<file path="src/rtl/mem_loader_fsm_if.sv">
// rtl/mem_loader_fsm_if.sv - byte-stream and memory-write signal bundle for the memory loader
interface mem_loader_fsm_if #(
  parameter int UART_BITS  = 8,
  parameter int WORD_BITS  = 32,
  parameter int ADDR_BITS  = 32,
  parameter int COUNT_BITS = 16
) ();
  logic                  i_start;
  logic [ADDR_BITS-1:0]  i_base_addr;
  logic                  i_rx_done;
  logic [UART_BITS-1:0]  i_rx_data;
  logic                  o_write_mem;
  logic [ADDR_BITS-1:0]  o_mem_addr;
  logic [WORD_BITS-1:0]  o_mem_data;
  logic                  o_busy;
  logic                  o_done;
  logic [1:0]            o_err_code;
  logic [COUNT_BITS-1:0] o_words_written;

  modport master (
    output i_start, i_base_addr, i_rx_done, i_rx_data,
    input  o_write_mem, o_mem_addr, o_mem_data, o_busy, o_done, o_err_code, o_words_written
  );

  modport slave (
    input  i_start, i_base_addr, i_rx_done, i_rx_data,
    output o_write_mem, o_mem_addr, o_mem_data, o_busy, o_done, o_err_code, o_words_written
  );
endinterface

</file>
<file path="src/rtl/mem_loader_fsm.sv">
// rtl/mem_loader_fsm.sv - UART byte stream to memory word loader with checksum and timeout
module mem_loader_fsm #(
  parameter int UART_BITS      = 8,
  parameter int WORD_BITS      = 32,
  parameter int ADDR_BITS      = 32,
  parameter int COUNT_BYTES    = 2,
  parameter bit CHECKSUM_EN    = 1'b1,
  parameter int TIMEOUT_CYCLES = 100000
) (
  input logic             clk,
  input logic             rst,
  mem_loader_fsm_if.slave bus
);
  localparam int  BPW        = WORD_BITS / UART_BITS;
  localparam int  COUNT_BITS = COUNT_BYTES * UART_BITS;
  localparam int  MAXB       = (BPW > COUNT_BYTES) ? BPW : COUNT_BYTES;
  localparam int  BCW        = $clog2(MAXB + 1);
  localparam int  TW         = $clog2(TIMEOUT_CYCLES + 2);
  localparam bit  TO_EN      = (TIMEOUT_CYCLES != 0);

  localparam logic [1:0] ERR_OK   = 2'b00;
  localparam logic [1:0] ERR_CSUM = 2'b01;
  localparam logic [1:0] ERR_TOUT = 2'b10;
  localparam logic [1:0] ERR_OVR  = 2'b11;

  typedef enum logic [2:0] {
    IDLE, GET_COUNT, GET_DATA, WRITE, GET_CSUM, FINISH
  } state_t;

  state_t                state, state_nxt;
  logic [ADDR_BITS-1:0]  base_addr;
  logic [COUNT_BITS-1:0] count;
  logic [COUNT_BITS-1:0] words_written;
  logic [WORD_BITS-1:0]  word;
  logic [UART_BITS-1:0]  csum;
  logic [BCW-1:0]        byte_cnt;
  logic [TW-1:0]         idle_cnt;
  logic [1:0]            err_code;

  logic [COUNT_BITS-1:0] count_shift;
  logic [WORD_BITS-1:0]  word_shift;
  logic                  last_hdr, last_dat, more_words, receiving, timeout_hit;

  // Shared decode: shifted-in values, byte-position tests, idle-timeout detection
  always_comb begin
    count_shift = (count << UART_BITS) | COUNT_BITS'(bus.i_rx_data);
    word_shift  = (word << UART_BITS) | WORD_BITS'(bus.i_rx_data);
    last_hdr    = (byte_cnt == BCW'(COUNT_BYTES - 1));
    last_dat    = (byte_cnt == BCW'(BPW - 1));
    more_words  = (({1'b0, words_written} + (COUNT_BITS + 1)'(1)) < {1'b0, count});
    receiving   = (state == GET_COUNT) || (state == GET_DATA) || (state == GET_CSUM);
    timeout_hit = TO_EN && receiving && !bus.i_rx_done &&
                  (idle_cnt == TW'(TIMEOUT_CYCLES - 1));
  end

  // State register
  always_ff @(posedge clk) begin
    if (!rst) state <= IDLE;
    else      state <= state_nxt;
  end

  // Next-state selection
  always_comb begin
    state_nxt = state;
    case (state)
      IDLE:      if (bus.i_start) state_nxt = GET_COUNT;
      GET_COUNT: begin
        if (bus.i_rx_done && last_hdr) begin
          if (count_shift != '0)  state_nxt = GET_DATA;
          else if (CHECKSUM_EN)   state_nxt = GET_CSUM;
          else                    state_nxt = FINISH;
        end else if (timeout_hit) begin
          state_nxt = FINISH;
        end
      end
      GET_DATA: begin
        if (bus.i_rx_done && last_dat) state_nxt = WRITE;
        else if (timeout_hit)          state_nxt = FINISH;
      end
      WRITE: begin
        if (more_words)       state_nxt = GET_DATA;
        else if (CHECKSUM_EN) state_nxt = GET_CSUM;
        else                  state_nxt = FINISH;
      end
      GET_CSUM: begin
        if (bus.i_rx_done || timeout_hit) state_nxt = FINISH;
      end
      FINISH:    state_nxt = IDLE;
      default:   state_nxt = IDLE;
    endcase
  end

  // State-decoded strobes
  always_comb begin
    bus.o_write_mem = (state == WRITE);
    bus.o_busy      = (state != IDLE);
    bus.o_done      = (state == FINISH);
  end

  // Datapath: header/word assembly, checksum, idle timer, error latch, write address/data
  always_ff @(posedge clk) begin
    if (!rst) begin
      base_addr      <= '0;
      count          <= '0;
      words_written  <= '0;
      word           <= '0;
      csum           <= '0;
      byte_cnt       <= '0;
      idle_cnt       <= '0;
      err_code       <= ERR_OK;
      bus.o_mem_addr <= '0;
      bus.o_mem_data <= '0;
    end else begin
      case (state)
        IDLE: begin
          if (bus.i_start) begin
            base_addr     <= bus.i_base_addr;
            count         <= '0;
            words_written <= '0;
            csum          <= '0;
            byte_cnt      <= '0;
            idle_cnt      <= '0;
            err_code      <= ERR_OK;
          end
        end
        GET_COUNT: begin
          if (bus.i_rx_done) begin
            count    <= count_shift;
            csum     <= csum ^ bus.i_rx_data;
            byte_cnt <= last_hdr ? '0 : byte_cnt + BCW'(1);
            idle_cnt <= '0;
          end else if (timeout_hit) begin
            if (err_code == ERR_OK) err_code <= ERR_TOUT;
          end else if (TO_EN) begin
            idle_cnt <= idle_cnt + TW'(1);
          end
        end
        GET_DATA: begin
          if (bus.i_rx_done) begin
            word     <= word_shift;
            csum     <= csum ^ bus.i_rx_data;
            byte_cnt <= byte_cnt + BCW'(1);
            idle_cnt <= '0;
            // Load the output registers as the last byte lands so they are valid during WRITE
            if (last_dat) begin
              bus.o_mem_data <= word_shift;
              bus.o_mem_addr <= base_addr + ADDR_BITS'(words_written);
            end
          end else if (timeout_hit) begin
            if (err_code == ERR_OK) err_code <= ERR_TOUT;
          end else if (TO_EN) begin
            idle_cnt <= idle_cnt + TW'(1);
          end
        end
        WRITE: begin
          words_written <= words_written + COUNT_BITS'(1);
          byte_cnt      <= '0;
          if (bus.i_rx_done && err_code == ERR_OK) err_code <= ERR_OVR;
        end
        GET_CSUM: begin
          if (bus.i_rx_done) begin
            idle_cnt <= '0;
            if (((csum ^ bus.i_rx_data) != '0) && err_code == ERR_OK) err_code <= ERR_CSUM;
          end else if (timeout_hit) begin
            if (err_code == ERR_OK) err_code <= ERR_TOUT;
          end else if (TO_EN) begin
            idle_cnt <= idle_cnt + TW'(1);
          end
        end
        FINISH: begin
          if (bus.i_rx_done && err_code == ERR_OK) err_code <= ERR_OVR;
        end
        default: ;
      endcase
    end
  end

  // Error code and word count are held after the load until the next accepted start
  always_comb begin
    bus.o_err_code      = err_code;
    bus.o_words_written = words_written;
  end
endmodule

</file>
<file path="src/flat_wrapper.sv">
// flat-port wrapper written by rule: the top's interface ports become plain ports
module mem_loader_fsm_flat 
#(
  parameter int UART_BITS      = 8,
  parameter int WORD_BITS      = 32,
  parameter int ADDR_BITS      = 32,
  parameter int COUNT_BYTES    = 2,
  parameter bit CHECKSUM_EN    = 1'b1,
  parameter int TIMEOUT_CYCLES = 100000
)
  (clk, rst, bus_i_start, bus_i_base_addr, bus_i_rx_done, bus_i_rx_data, bus_o_write_mem, bus_o_mem_addr, bus_o_mem_data, bus_o_busy, bus_o_done, bus_o_err_code, bus_o_words_written);
  mem_loader_fsm_if #(.UART_BITS(UART_BITS), .WORD_BITS(WORD_BITS), .ADDR_BITS(ADDR_BITS), .COUNT_BITS(16)) bus_i ();
  input logic clk;
  input logic rst;
  input wire logic [$bits(bus_i.i_start)-1:0] bus_i_start;
  input wire logic [$bits(bus_i.i_base_addr)-1:0] bus_i_base_addr;
  input wire logic [$bits(bus_i.i_rx_done)-1:0] bus_i_rx_done;
  input wire logic [$bits(bus_i.i_rx_data)-1:0] bus_i_rx_data;
  output wire logic [$bits(bus_i.o_write_mem)-1:0] bus_o_write_mem;
  output wire logic [$bits(bus_i.o_mem_addr)-1:0] bus_o_mem_addr;
  output wire logic [$bits(bus_i.o_mem_data)-1:0] bus_o_mem_data;
  output wire logic [$bits(bus_i.o_busy)-1:0] bus_o_busy;
  output wire logic [$bits(bus_i.o_done)-1:0] bus_o_done;
  output wire logic [$bits(bus_i.o_err_code)-1:0] bus_o_err_code;
  output wire logic [$bits(bus_i.o_words_written)-1:0] bus_o_words_written;
  assign bus_i.i_start = bus_i_start;
  assign bus_i.i_base_addr = bus_i_base_addr;
  assign bus_i.i_rx_done = bus_i_rx_done;
  assign bus_i.i_rx_data = bus_i_rx_data;
  assign bus_o_write_mem = bus_i.o_write_mem;
  assign bus_o_mem_addr = bus_i.o_mem_addr;
  assign bus_o_mem_data = bus_i.o_mem_data;
  assign bus_o_busy = bus_i.o_busy;
  assign bus_o_done = bus_i.o_done;
  assign bus_o_err_code = bus_i.o_err_code;
  assign bus_o_words_written = bus_i.o_words_written;
  mem_loader_fsm #(.UART_BITS(UART_BITS), .WORD_BITS(WORD_BITS), .ADDR_BITS(ADDR_BITS), .COUNT_BYTES(COUNT_BYTES), .CHECKSUM_EN(CHECKSUM_EN), .TIMEOUT_CYCLES(TIMEOUT_CYCLES)) u_core (.clk(clk), .rst(rst), .bus(bus_i));
endmodule
</file>
<file path="config.mk">
export PLATFORM = sky130hd
export DESIGN_NAME = mem_loader_fsm_flat
export DESIGN_NICKNAME = d
export VERILOG_FILES = /design/src/rtl/mem_loader_fsm_if.sv /design/src/rtl/mem_loader_fsm.sv /design/src/flat_wrapper.sv
export SDC_FILE = /design/constraint.sdc
export NUM_CORES = 1
export LEC_CHECK = 0
export ABC_AREA = 1
export BUFFER_PORTS_ARGS = -buffer_cell sky130_fd_sc_hd__clkbuf_2
export CELL_PAD_IN_SITES_DETAIL_PLACEMENT = 0
export CELL_PAD_IN_SITES_GLOBAL_PLACEMENT = 2
export CORE_MARGIN = 2
export CORE_UTILIZATION = 29
export DETAILED_ROUTE_END_ITERATION = 16
export HOLD_SLACK_MARGIN = 0.06
export PLACE_DENSITY_LB_ADDON = 0.25
export SYNTH_ARGS = -nofsm -noshare
export SYNTH_HDL_FRONTEND = slang
export SYNTH_SLANG_ARGS = --single-unit
</file>
<file path="constraint.sdc">
create_clock -name clk -period 2.5 [get_ports clk]
set_input_delay 0.25 -clock clk [delete_from_list [all_inputs] [get_ports clk]]
set_output_delay 0.25 -clock clk [all_outputs]
set_load 0.1 [all_outputs]
</file>
* Word-level counts from Yosys, hierarchy flattened
Index checks and enable logic that the tools add are counted.
** Storage, ports and cells
- Flip-flop bits (word level) :: 185
- Logic and storage cells :: 103
** Operators by class
- Add/subtract/negate cells :: 5
- Magnitude comparators :: 1
- Equality and inequality tests :: 17
- Muxes and demuxes :: 32
- Bitwise logic cells :: 3
- Reduce and logical (&&, ||, !) cells :: 34
** Operator list (count)
- one-hot mux 16 bit (2 select lines) :: 2
- two-way mux 17 bit :: 3
- one-hot mux 17 bit (2 select lines) :: 1
- two-way mux 3 bit :: 11
- adder 32 x 16 -> 32 bit :: 1
- two-way mux 16 bit :: 2
- OR 32 x 8 -> 32 bit :: 1
- adder 16 x 1 -> 17 bit, second input constant :: 1
- adder 17 x 1 -> 17 bit, second input constant :: 1
- == test 17 bit, second input constant :: 1
- < comparator 17 x 16 -> 1 bit :: 1
- adder 16 x 1 -> 16 bit, second input constant :: 1
- two-way mux 8 bit :: 2
- OR 16 x 8 -> 16 bit :: 1
- one-hot mux 8 bit (2 select lines) :: 1
- nonzero test 16 bit :: 1
- one-hot mux 3 bit (5 select lines) :: 1
- two-way mux 2 bit :: 7
- one-hot mux 3 bit (4 select lines) :: 1
- AND reduction 3 bit :: 4
- inequality test 2 bit, second input constant :: 5
- == test 3 x 2 -> 1 bit, second input constant :: 3
- one-hot mux 2 bit (4 select lines) :: 1
- AND reduction 2 bit :: 4
- other kinds (19) :: 35

* Logic depth before layout (Yosys ltp)
Gate-level depths: netlist of run 1.
- Depth in word-level cells :: 8
- Gate-level depth with buffers :: 18
- Mapped depth without buffers :: 18

* Least setup slack after synthesis of run 1
OpenSTA, ideal clock, no wires.
- Path kind :: reg2reg
- Start point :: register u_core.words_written[0] (netlist: u_core.bus.o_words_written[0])
- End point :: register u_core.state[2]
- Library setup time :: 0.110 ns
- Arrival time :: 3.065 ns
- Required time :: 2.390 ns
- Slack :: -0.675 ns
- Cell stages (with the launch flop) :: 18
- Clock period less this slack :: 3.175 ns
- Cell sequence :: dfxtp_1 -> ha_1 -> nand2_1 -> nor2_1 -> nand2_1 -> inv_1 -> nand3_1 -> xor2_1 -> ha_1 -> a21o_1 -> a21oi_1 -> nand2_1 -> nor2_1 -> nand2_1 -> nand2_1 -> nand3_1 -> nand2_1 -> inv_1
** Between the ends
- Word-level cells in the longest chain between the ends :: 4
** RTL lines
- start: declaration :: RTL line mem_loader_fsm.sv:33 : logic [COUNT_BITS-1:0] words_written;
- start signal: assignment :: RTL line mem_loader_fsm.sv:156 : words_written <= words_written + COUNT_BITS'(1);
- adder 16 x 1 -> 17 bit :: RTL line mem_loader_fsm.sv:50 : more_words = (({1'b0, words_written} + (COUNT_BITS + 1)'(1)) < {1'b0, count});
- < comparator 17 x 16 -> 1 bit :: RTL line mem_loader_fsm.sv:50
- two-way mux 3 bit :: RTL line mem_loader_fsm.sv:81 : if (more_words) state_nxt = GET_DATA;
- one-hot mux 3 bit (5 select lines) :: RTL line mem_loader_fsm.sv:65 : case (state)
- end signal: assignment :: RTL line mem_loader_fsm.sv:59 : else state <= state_nxt;
- end: declaration :: RTL line mem_loader_fsm.sv:30 : state_t state, state_nxt;
Every way passes these cells.
A chain may end at the register's enable or synchronous reset.

* Final worst setup path of run 1
- Start point :: register u_core.words_written[7] (netlist: u_core.bus.o_words_written[7])
- End point :: register u_core.state[2]
Same word-level chain as after synthesis.

==> results.ini, run 1 <==
[outcome]
status = finished, final reports clean

[yosys]
synthCells = 1447
syn_avg_cell_area_um2 = 6.770
synth_mux_area_frac = 0
synth_top_family_by_area = simple AND/OR/NAND/NOR gates
ys_ff_latch = 185
ys.warnings.count = 0
synthSimpleGateAreaFrac = 0.2664
synth-main-ff-cell = dfxtp_1
synth_edf_count = 0
synthAdderAreaFrac = 0.04802
synth-compound-area-share = 0.1674
synth.distinct_cells = 48
syn_nets = 1528
ys_async_sr_fraction = 0
syn_area_um2 = 9797
synth_xor_xnor_area_share = 0.03040
ys_seq_area_frac = 0.3780

[critical_path]
r2r_end = u_core.state[2]
required_ns = 2.85
r2r_start = u_core.bus.o_words_written[7]
crit_end = u_core.state[2]
end_kind = flip-flop
cp-start-kind = flip-flop
worstSetupPathType = reg2reg
ff2ff_setup_slack_ns = 0.15
critical_path.max_fanout = 6
cp-startpoint = u_core.bus.o_words_written[7]
cp.arrival_ns = 2.70
reg2reg_depth = 16

[finish]
fill_cells = 3677
final_cell_mix = nand2_1 (284), inv_1 (193), nor2_1 (179), dfxtp_1 (170), a21oi_1 (139)
instances_no_fill = 2047
area_delta_synth_final_pct = 21.43
nets = 1667
drive_above_1_share = 0.1626
mostFrequentLayoutCell = nand2_1
n_antenna_cell = 0

[route]
via_count = 9274
detail-route-antenna-nets = 0
drc = 0
totalWireLength_mm = 31.06
viasPerCell = 4.531
wl_per_cell_um = 15.17
drt_first_pass_iters = 5
drt-initial-drc-count = 430

[sta]
finClkSkew_ns = 0.01531
setup_violations = 0
tightestPinTransition_ns = 0.6127
period_share = 0.9400
rsz0062_at_grt = yes
setup_ws_ns = 0.1499
hold_viol = 0
relSlewSlack = 0.5884
final_max_slew_viol_count = 0
period_needed_ns = 2.350
max_freq_ghz = 0.4255

[die]
initial_utilization = 0.2936
rows = 67
dieArea_um2 = 35270
core_um2 = 33360
io_pins = 129
fp.dieW_um = 187.8
die_h_um = 187.8

[flow_run]
maxCapViolCount = 0

[placed_design]
place.gp.congestion = 0.8158
portBuffers = 128
placed_cells = 1991
place_ws_ns = 0.1062
dp_hpwl_mm = 23.40

[clock_tree]
cts_tree = built
htreeDepth = 4
cts.clk_slew.worst_paths_ns = 0.08
cts_root_buf = clkbuf_16
insertion_delay_ns = 0.46
clockBufferDepth = 2
clock_sinks = 185
numCtsBuffers = 17

[power_and_ir_drop]
p_per_area_nw_per_um2 = 578.3
power_leakage_nw = 5.459
ir_drop_mv = 0.5000

[worst_hold_path]
min_path_type = in2reg
hold_start = bus_i_base_addr[15]

[global_routing]
grt_first_pass_wirelength_mm = 49.29
grt_usage = 0.1785
antenna_found_initial = 1
grt_max_degree = 74
grt_pass1_vias = 8852
overflow = 0

==> metrics by stage <==
stage / util / cell area [um2] / power [mW] / hold WS, ns / TNS [ns]
2_1_floorplan: - / 9853 / 3.883 / 0.3849 / 0
3_3_place_gp: 0.3294 / 10990 / 4.198 / 0.4601 / 0
3_5_place_dp: 0.3294 / 10990 / 4.191 / 0.4614 / 0
4_1_cts: 0.3511 / 11710 / 7.018 / 0.06030 / 0
5_1_grt: 0.3566 / 11900 / 7.261 / 0.06889 / -0.03831
6_report: 0.3566 / 11900 / 6.880 / 0.07582 / 0
==> sequential cells by signal, summed over array words and instances, names as in the netlist <==
register / count
u_core.base_addr: 32
u_core.bus.o_err_code: 2
u_core.bus.o_mem_addr: 32
u_core.bus.o_mem_data: 32
u_core.bus.o_words_written: 16
u_core.byte_cnt: 3
u_core.count: 16
u_core.csum: 8
u_core.idle_cnt: 17
u_core.state: 3
u_core.word: 24
==> routing by layer <==
| metal | global-route usage | wire, um | share of wire |
|---|---|---|---|
| met5 | 0 | 16 | 0.00052 |
| met4 | 0.05482 | 569 | 0.018 |
| met3 | 0.03182 | 990 | 0.032 |
| met2 | 0.3006 | 14490 | 0.47 |
| met1 | 0.2323 | 15000 | 0.48 |
==> worst max-delay path: stages, from the launching register on <==
cell and delay [ns]:
dfxtp_2 0.38, inv_1 0.08, nor3_1 0.22, nand2_2 0.13
inv_2 0.08, nand3_2 0.09, xor2_2 0.16, ha_1 0.32
a21o_1 0.18, a21oi_2 0.13, nand2_1 0.07, nor2_2 0.13
nand2_1 0.06, nand2_1 0.06, nand3_1 0.07, nand2_1 0.06
inv_1 0.04
==> Yosys cell counts (2+ instances only) <==
cell type  number  area [um2]
buf_4           5       37.54
nand3_4         2       35.03
nand3_1        74       370.4
dfxtp_1       185        3704
buf_2          14       70.07
o21bai_1        2       15.01
buf_1           2       7.510
inv_1         197       739.5
nand4_1        18       112.6
nor2_2          2       12.51
clkbuf_1       30       112.6
nor2_1        183       686.9
nor3_1         21       105.1
o21ai_0       107       535.5
inv_2          11       41.29
and3_1          3       18.77
nand2_2         3       18.77
nor2_4          3       33.78
and2_1          4       25.02
a21oi_1       140       700.7
or2_2           2       12.51
o21ai_1        33       165.2
xnor2_1        11       96.34
buf_6           5       56.30
xor2_1         23       201.4
nand3b_1        4       30.03
ha_1           36       450.4
nand2_1       289        1085
a211oi_1       17       127.6
o211ai_1        3       22.52
==> logic make-up after synthesis <==
family | after synthesis
AND/OR/NAND/NOR | 615
AO/OA/AOI/OAI | 310
buffers and inverters | 266
flip-flops | 185
adder cells (fa/ha/maj) | 37
XOR/XNOR | 34
==> power by group <==
group	switching [mW]	internal, mW
Clock	1.40	1.34
Sequential	0.0926	3.07
Combinational	0.656	0.321
Total	2.15	4.73
==> what timing repair did <==
action                                  4_1_cts  5_1_grt
setup buffers                                 0       10
hold buffers                                 14        0
resized for setup                             0       27
endpoints found under the setup margin        0        2
endpoints found under the hold margin        14        0
==> final cells by class <==
class	instances	area (um2)	area share
Tap cell	448	560.5	0.04712
Sequential cell	185	3752	0.3154
Clock buffer	18	429.2	0.03607
Timing Repair Buffer	176	1074	0.09024
Inverter	210	792.0	0.06658
Multi-Input combinational cell	996	5134	0.4315
Clock inverter	14	155.1	0.01304
==> worst min path at each step <==
| stage | to | slack, ns | cells past startpoint |
|---|---|---|---|
| floorplan | u_core.base_addr[10] | 0.38 | 2 |
| global placement | u_core.word[23] | 0.46 | 2 |
| detailed placement | u_core.word[21] | 0.46 | 2 |
| CTS | u_core.base_addr[19] | 0.06 | 3 |
| global route | u_core.base_addr[15] | 0.07 | 3 |
| finish | u_core.base_addr[15] | 0.08 | 3 |
(Power assumes the default switching activity.)
==> run 2, diff against run 1 <==
--- a/config.mk
+++ b/config.mk
@@ -5,15 +5,15 @@
 export SDC_FILE = /design/constraint.sdc
 export NUM_CORES = 1
 export LEC_CHECK = 0
-export ABC_AREA = 1
 export BUFFER_PORTS_ARGS = -buffer_cell sky130_fd_sc_hd__clkbuf_2
 export CELL_PAD_IN_SITES_DETAIL_PLACEMENT = 0
 export CELL_PAD_IN_SITES_GLOBAL_PLACEMENT = 2
 export CORE_MARGIN = 2
-export CORE_UTILIZATION = 29
+export CORE_UTILIZATION = 31
 export DETAILED_ROUTE_END_ITERATION = 16
 export HOLD_SLACK_MARGIN = 0.06
 export PLACE_DENSITY_LB_ADDON = 0.25
+export SKIP_LAST_GASP = 1
 export SYNTH_ARGS = -nofsm -noshare
 export SYNTH_HDL_FRONTEND = slang
 export SYNTH_SLANG_ARGS = --single-unit
==> run 2 against run 1 <==
Net effect: the flow now finishes with violations (setup timing); fmax fell by 12%; clock skew barely moved; non-clock buffer count rose by 79; worst hold slack got worse by 0.0012 ns; global-route usage rose by 0.70 points; synthesized cell count fell by 19%; critical endpoint is now u_core.state[1].
==> results.ini, run 2 <==
[yosys]
ys.warnings.count = 0  ; unchanged
syn_area_um2 = 9351  ; was 9797 um2
ys_async_sr_fraction = 0  ; unchanged
syn_avg_cell_area_um2 = 7.952  ; was 6.770 um2
synthCells = 1176  ; was 1447
ys_seq_area_frac = 0.3960  ; was 0.3780
synth.distinct_cells = 68  ; was 48
yosysMostFrequentCell = nand2_1  ; unchanged
synth-main-ff-cell = dfxtp_1  ; unchanged
ys_ff_latch = 185  ; unchanged
netlist_top_cells_count = nand2_1 (198), dfxtp_1 (185), a21oi_1 (140)  ; was nand2_1 (289), inv_1 (197), dfxtp_1 (185)
syn_nets = 1257  ; was 1528
synth_area_leaders = dfxtp_1 (40%), nand2_1 (7.9%), a21oi_1 (7.5%), ha_1 (4.8%), nor2_1 (4.0%)  ; was dfxtp_1 (38%), nand2_1 (11%), inv_1 (7.5%), a21oi_1 (7.2%), nor2_1 (7.0%)
synth_edf_count = 0  ; unchanged
synth_top_area_cell = dfxtp_1  ; unchanged
synth_top_area_frac = 0.3960  ; was 0.3780

[die]
core_um2 = 29640  ; was 33360 um2
dieArea_um2 = 31570  ; was 35270 um2
fp.dieW_um = 177.7  ; was 187.8 um
die_h_um = 177.7  ; was 187.8 um
rows = 63  ; was 67
io_pins = 129  ; unchanged
initial_utilization = 0.3155  ; was 0.2936

[power_and_ir_drop]
p_per_area_nw_per_um2 = 548.0  ; was 578.3 nW/um2
ir_drop_mv = 0.3996  ; was 0.5000 mV
power_leakage_nw = 4.807  ; was 5.459 nW
fin_total_pwr_mw = 6.632  ; was 6.880 mW

[clock_tree]
clockBufferDepth = 2  ; unchanged
htreeDepth = 4  ; unchanged
numCtsBuffers = 17  ; unchanged
insertion_delay_ns = 0.44  ; was 0.46 ns
clock_sinks = 185  ; unchanged
cts.clk_slew.worst_paths_ns = 0.07  ; was 0.08 ns
cts_tree = built  ; unchanged
cts_root_buf = clkbuf_16  ; unchanged

[route]
wl_per_cell_um = 16.48  ; was 15.17 um
drc = 0  ; unchanged
viasPerCell = 4.953  ; was 4.531
detail-route-antenna-nets = 0  ; unchanged
drt_first_pass_iters = 5  ; unchanged
via_count = 8787  ; was 9274
totalWireLength_mm = 29.23  ; was 31.06 mm
drt-initial-drc-count = 498  ; was 430

[flow_run]
maxCapViolCount = 0  ; unchanged

[finish]
area_delta_synth_final_pct = 29.41  ; was 21.43%
nets = 1452  ; was 1667
drive_above_1_share = 0.2327  ; was 0.1626
final_cell_mix = nand2_1 (196), dfxtp_1 (169), a21oi_1 (139), clkbuf_2 (127)  ; was nand2_1 (284), inv_1 (193), nor2_1 (179), dfxtp_1 (170), a21oi_1 (139)
mostFrequentLayoutCell = nand2_1  ; unchanged
n_antenna_cell = 0  ; unchanged
fill_cells = 3133  ; was 3677
largestRegisters = u_core.base_addr: 32 flops, u_core.bus.o_mem_addr: 32 flops, u_core.bus.o_mem_data: 32 flops  ; unchanged

[placed_design]
portBuffers = 128  ; unchanged
dp_hpwl_mm = 20.91  ; was 23.40 mm
place.gp.congestion = 0.8013  ; was 0.8158
place_ws_ns = -0.2550  ; was 0.1062 ns

[sta]
rsz0062_at_grt = yes  ; unchanged
setup_violations = 2  ; was 0
period_share = 1.073  ; was 0.9400
hold_viol = 0  ; unchanged
tightestPinTransition_ns = 0.5726  ; was 0.6127 ns
period_needed_ns = 2.682  ; was 2.350 ns
max_freq_ghz = 0.3729  ; was 0.4255 GHz
relSlewSlack = 0.6183  ; was 0.5884
setup_ws_ns = -0.1819  ; was 0.1499 ns
final_max_slew_viol_count = 0  ; unchanged
finClkSkew_ns = 0.01550  ; was 0.01531 ns

[outcome]
status = complete, but fails checks  ; was finished, final reports clean
violations = setup timing

[critical_path]
cp.arrival_ns = 3.03  ; was 2.70 ns
critPathBufInv = 2  ; was 3
cp-start-kind = flip-flop  ; unchanged
path_delay_family = simple AND/OR/NAND/NOR gates  ; unchanged
max_stage_delay_ns = 0.36  ; was 0.38 ns
critPathSlowestCell = dfxtp_4  ; was dfxtp_2
critical_path.max_fanout = 5  ; was 6
crit_chain = buf_4 > nand3_2 > buf_4 > nor2_2 > nand4_1 > nor2_2 > xor2_1 > ha_1 > nor2b_1 > a311o_1 > or3_1 > a211oi_2  ; was inv_1 > nor3_1 > nand2_2 > inv_2 > nand3_2 > xor2_2 > ha_1 > a21o_1 > a21oi_2 > nand2_1 > nor2_2 > nand2_1 > nand2_1 > nand3_1 > nand2_1 > inv_1
required_ns = 2.85  ; about the same
end_kind = flip-flop  ; unchanged
worstSetupPathType = reg2reg  ; unchanged

[global_routing]
antenna_found_initial = 0  ; was 1
grt_usage = 0.1855  ; was 0.1785
grt_max_degree = 74  ; unchanged
grt_pass1_vias = 8484  ; was 8852
overflow = 0  ; unchanged
grt_first_pass_wirelength_mm = 46.03  ; was 49.29 mm

[worst_hold_path]
min_path_type = in2reg  ; unchanged

run 2: cell count changes after synthesis, sizes merged, moves of 24 or more:
cell    change
nand2      -95
nor2       -89
mux2i      +36
o21ai      -92
nand3      -25
clkbuf     +31
inv       -178
xnor2      +24
run 2: final timing paths:
path                               end  depth (start not counted)  slack [ns]                          start
max                    u_core.state[1]                         12       -0.18  u_core.bus.o_words_written[1]
min               u_core.base_addr[29]                          3        0.07            bus_i_base_addr[29]
max reg2reg            u_core.state[1]                         12       -0.18  u_core.bus.o_words_written[1]
min reg2reg  u_core.bus.o_mem_data[27]                          2        0.45                u_core.word[19]
run 2: kinds of logic after synthesis:
kind of cell | count (synthesis) | synth area share
xor gates and xnor gates | 46 | 0.04308
adders and majority gates | 37 | 0.05031
AOI/OAI and AO/OA | 277 | 0.1788
DFF | 185 | 0.3960
buffers and inverters | 110 | 0.04817
and+or+nand+nor | 485 | 0.2451
muxes | 36 | 0.03853
run 2: stage by stage:
stage	area [um2]	setup TNS [ns]	util	cells	hold slack, ns
3_3_place_gp	11020	-0.2525	0.3719	1707	0.4403
5_1_grt	12100	-1.248	0.4083	1774	0.07229
6_report	12100	-0.2810	0.4083	1774	0.07459
3_5_place_dp	11020	-0.4646	0.3719	1707	0.4440
2_1_floorplan	9449	-0.7328	-	1176	0.3939
4_1_cts	11970	-0.2234	0.4037	1771	0.06097
run 2: report_power, final:
group          total, mW  internal [mW]  switching (mW)
registers           3.08           3.00          0.0745
logic              0.768          0.326           0.442
clock network       2.78           1.44            1.35
total               6.63           4.77            1.86
run 2: timing repair:
action                     CTS  global route
pin swaps                    8            13
setup endpoints to repair    8            12
hold endpoints to repair    26             0
hold buffers                26             0
gates resized for setup      9            22
setup buffers                6             3
run 2: layout make-up:
| class | instances | area, um2 | area share |
|---|---|---|---|
| inverter | 31 | 118.9 | 0.009822 |
| tap | 390 | 488.0 | 0.04032 |
| timing repair buffer | 255 | 1744 | 0.1441 |
| sequential | 185 | 3744 | 0.3093 |
| multi-input combinational | 881 | 5405 | 0.4467 |
| clock buffer | 17 | 425.4 | 0.03515 |
| clock inverter | 15 | 176.4 | 0.01458 |
run 2: worst min-delay path, cell delays in order:
cell and delay [ns]:
clkbuf_2 0.09, mux2i_1 0.06, nor2_1 0.07
run 2: layer usage:
metal	global-route usage	wire length (um)	vias up
met1	0.2568	14400	4128
met2	0.3043	13550	146
met5	0	0	-
met3	0.02999	1055	16
li1	-	-	4497
met4	0.03689	229	0
==> run 3, diff against run 2 <==
--- a/config.mk
+++ b/config.mk
@@ -8,7 +8,7 @@
 export BUFFER_PORTS_ARGS = -buffer_cell sky130_fd_sc_hd__clkbuf_2
 export CELL_PAD_IN_SITES_DETAIL_PLACEMENT = 0
 export CELL_PAD_IN_SITES_GLOBAL_PLACEMENT = 2
-export CORE_MARGIN = 2
+export CORE_MARGIN = 3
 export CORE_UTILIZATION = 31
 export DETAILED_ROUTE_END_ITERATION = 16
 export HOLD_SLACK_MARGIN = 0.06
==> run 3 against run 2 <==
Net effect: the flow still finishes with violations (setup timing); clock power fell by 6%; sequential power barely moved; sequential cell count unchanged; via count increased by 1.3%; core utilization is 1.0 points higher; fmax decreased by 0.86%; non-clock buffer count is 17 higher; setup slack worse by 0.023 ns.
==> results.ini, run 3 (same netlist as run 2, synthesis figures left out) <==
[clock_tree]
htreeDepth = 4  ; unchanged
insertion_delay_ns = 0.44  ; about the same
cts_root_buf = clkbuf_16  ; unchanged
cts.clk_slew.worst_paths_ns = 0.08  ; was 0.07 ns
cts_tree = built  ; unchanged
numCtsBuffers = 17  ; unchanged
clock_sinks = 185  ; unchanged
clockBufferDepth = 2  ; unchanged

[finish]
postLayoutCellArea_um2 = 12250  ; was 12100 um2
mostFrequentLayoutCell = nand2_1  ; unchanged
drive_above_1_share = 0.2491  ; was 0.2327
largestRegisters = u_core.base_addr: 32 flops, u_core.bus.o_mem_addr: 32 flops, u_core.bus.o_mem_data: 32 flops  ; unchanged
final_cell_mix = nand2_1 (196), dfxtp_1 (169), a21oi_1 (135), clkbuf_2 (127), buf_4 (109)  ; was nand2_1 (196), dfxtp_1 (169), a21oi_1 (139), clkbuf_2 (127)
nets = 1469  ; was 1452
instances_no_fill = 1785  ; was 1774
area_delta_synth_final_pct = 30.97  ; was 29.41%
n_antenna_cell = 0  ; unchanged

[power_and_ir_drop]
fin_total_pwr_mw = 6.448  ; was 6.632 mW
power_leakage_nw = 4.879  ; was 4.807 nW
p_per_area_nw_per_um2 = 526.4  ; was 548.0 nW/um2
ir_drop_mv = 0.3935  ; was 0.3996 mV

[sta]
rsz0062_at_grt = yes  ; unchanged
relSlewSlack = 0.5647  ; was 0.6183
setup_ws_ns = -0.2053  ; was -0.1819 ns
final_max_slew_viol_count = 0  ; unchanged
finClkSkew_ns = 0.01526  ; was 0.01550 ns
setup_violations = 1  ; was 2
max_freq_ghz = 0.3696  ; was 0.3729 GHz
tightestPinTransition_ns = 0.6461  ; was 0.5726 ns
period_share = 1.082  ; was 1.073
hold_viol = 0  ; unchanged
period_needed_ns = 2.705  ; was 2.682 ns

[critical_path]
cp.arrival_ns = 3.06  ; was 3.03 ns
max_stage_delay_ns = 0.39  ; was 0.36 ns
end_kind = flip-flop  ; unchanged
critPathSlowestCell = or3_4  ; was dfxtp_4
critical_path.max_fanout = 4  ; was 5
path_delay_family = simple AND/OR/NAND/NOR gates  ; unchanged
cp-start-kind = flip-flop  ; unchanged
worstSetupPathType = reg2reg  ; unchanged
critPathBufInv = 0  ; was 2
required_ns = 2.86  ; was 2.85 ns
crit_chain = ha_4 > nand3_4 > or3_4 > nor2_4 > xor2_2 > ha_1 > a21oi_1 > nor2b_1 > a311o_1 > or3_1 > a211oi_2  ; was buf_4 > nand3_2 > buf_4 > nor2_2 > nand4_1 > nor2_2 > xor2_1 > ha_1 > nor2b_1 > a311o_1 > or3_1 > a211oi_2

[placed_design]
placed_cell_area_um2 = 11020  ; about the same
place_ws_ns = -0.2574  ; was -0.2550 ns
dp_hpwl_mm = 20.84  ; was 20.91 mm
place.gp.congestion = 0.8550  ; was 0.8013
portBuffers = 128  ; unchanged
placed_cells = 1704  ; was 1707

[global_routing]
antenna_found_initial = 0  ; unchanged
grt_pass1_vias = 8527  ; was 8484
grt_max_degree = 74  ; unchanged
grt_first_pass_wirelength_mm = 47.12  ; was 46.03 mm
grt_usage = 0.1770  ; was 0.1855
overflow = 0  ; unchanged

[die]
die_h_um = 179.7  ; was 177.7 um
dieArea_um2 = 32290  ; was 31570 um2
io_pins = 129  ; unchanged
fp.dieW_um = 179.7  ; was 177.7 um
rows = 62  ; was 63
core_um2 = 29250  ; was 29640 um2
initial_utilization = 0.3198  ; was 0.3155

[route]
via_count = 8904  ; was 8787
detail-route-antenna-nets = 0  ; unchanged
drt_first_pass_iters = 5  ; unchanged
wl_per_cell_um = 16.35  ; was 16.48 um
totalWireLength_mm = 29.19  ; was 29.23 mm
drc = 0  ; unchanged
drt-initial-drc-count = 365  ; was 498
viasPerCell = 4.988  ; was 4.953

[worst_hold_path]
min_path_type = in2reg  ; unchanged

[outcome]
status = complete, but fails checks  ; unchanged
violations = setup timing  ; unchanged

[flow_run]
maxCapViolCount = 0  ; unchanged

==> run 3: report_power, final <==
part           total, mW  switching, mW  internal [mW]
Clock               2.61           1.29           1.32
Sequential          3.08         0.0721           3.01
Combinational      0.760          0.440          0.320
Total               6.45           1.80           4.65
==> run 3: layout make-up <==
type | count | area (um2)
fillers | 3054 | 17000
flip-flops and latches | 185 | 3744
inverters | 31 | 118.9
well taps | 384 | 480.5
clock inverters | 14 | 108.9
clock buffers | 18 | 439.2
repair buffers | 272 | 1872
multi-input cells | 881 | 5485
==> run 3: path summary, 6_finish.rpt <==
kind / start / to / slack [ns] / cells past startpoint
worst min-delay path: bus_i_base_addr[25] / u_core.base_addr[25] / 0.07 / 3
worst max-delay path: u_core.bus.o_words_written[0] / u_core.state[1] / -0.21 / 11
worst min register to register: u_core.bus.o_mem_addr[9] / u_core.bus.o_mem_addr[9] / 0.45 / 2
worst max register to register: u_core.bus.o_words_written[0] / u_core.state[1] / -0.21 / 11
==> run 3: stage by stage <==
stage / utilization / hold slack, ns / setup TNS, ns
2_1_floorplan: - / 0.3939 / -0.7328
3_3_place_gp: 0.3770 / 0.4409 / -0.7126
3_5_place_dp: 0.3770 / 0.4478 / -1.232
4_1_cts: 0.4108 / 0.06134 / -0.2151
5_1_grt: 0.4188 / 0.07518 / -0.4269
6_report: 0.4188 / 0.07075 / -0.2053
==> run 3: tightest hold or removal path: stages <==
cell	delay (ns)
clkbuf_2	0.10
mux2i_1	0.06
nor2_1	0.07
==> run 3: metal layers <==
metal | vias up | global-route usage | share of wire
li1 | 4548 | - | -
met5 | - | 0 | 0
met1 | 4197 | 0.2493 | 0.50
met2 | 140 | 0.2841 | 0.46
met4 | 0 | 0.04115 | 0.013
met3 | 19 | 0.03032 | 0.029
==> run 3: repair_timing <==
action | in CTS | in global routing
resized for setup | 14 | 35
pin swaps | 7 | 24
setup buffers | 17 | 7
endpoints found under the hold margin | 25 | 0
setup endpoints to repair | 14 | 19
hold buffers | 25 | 0
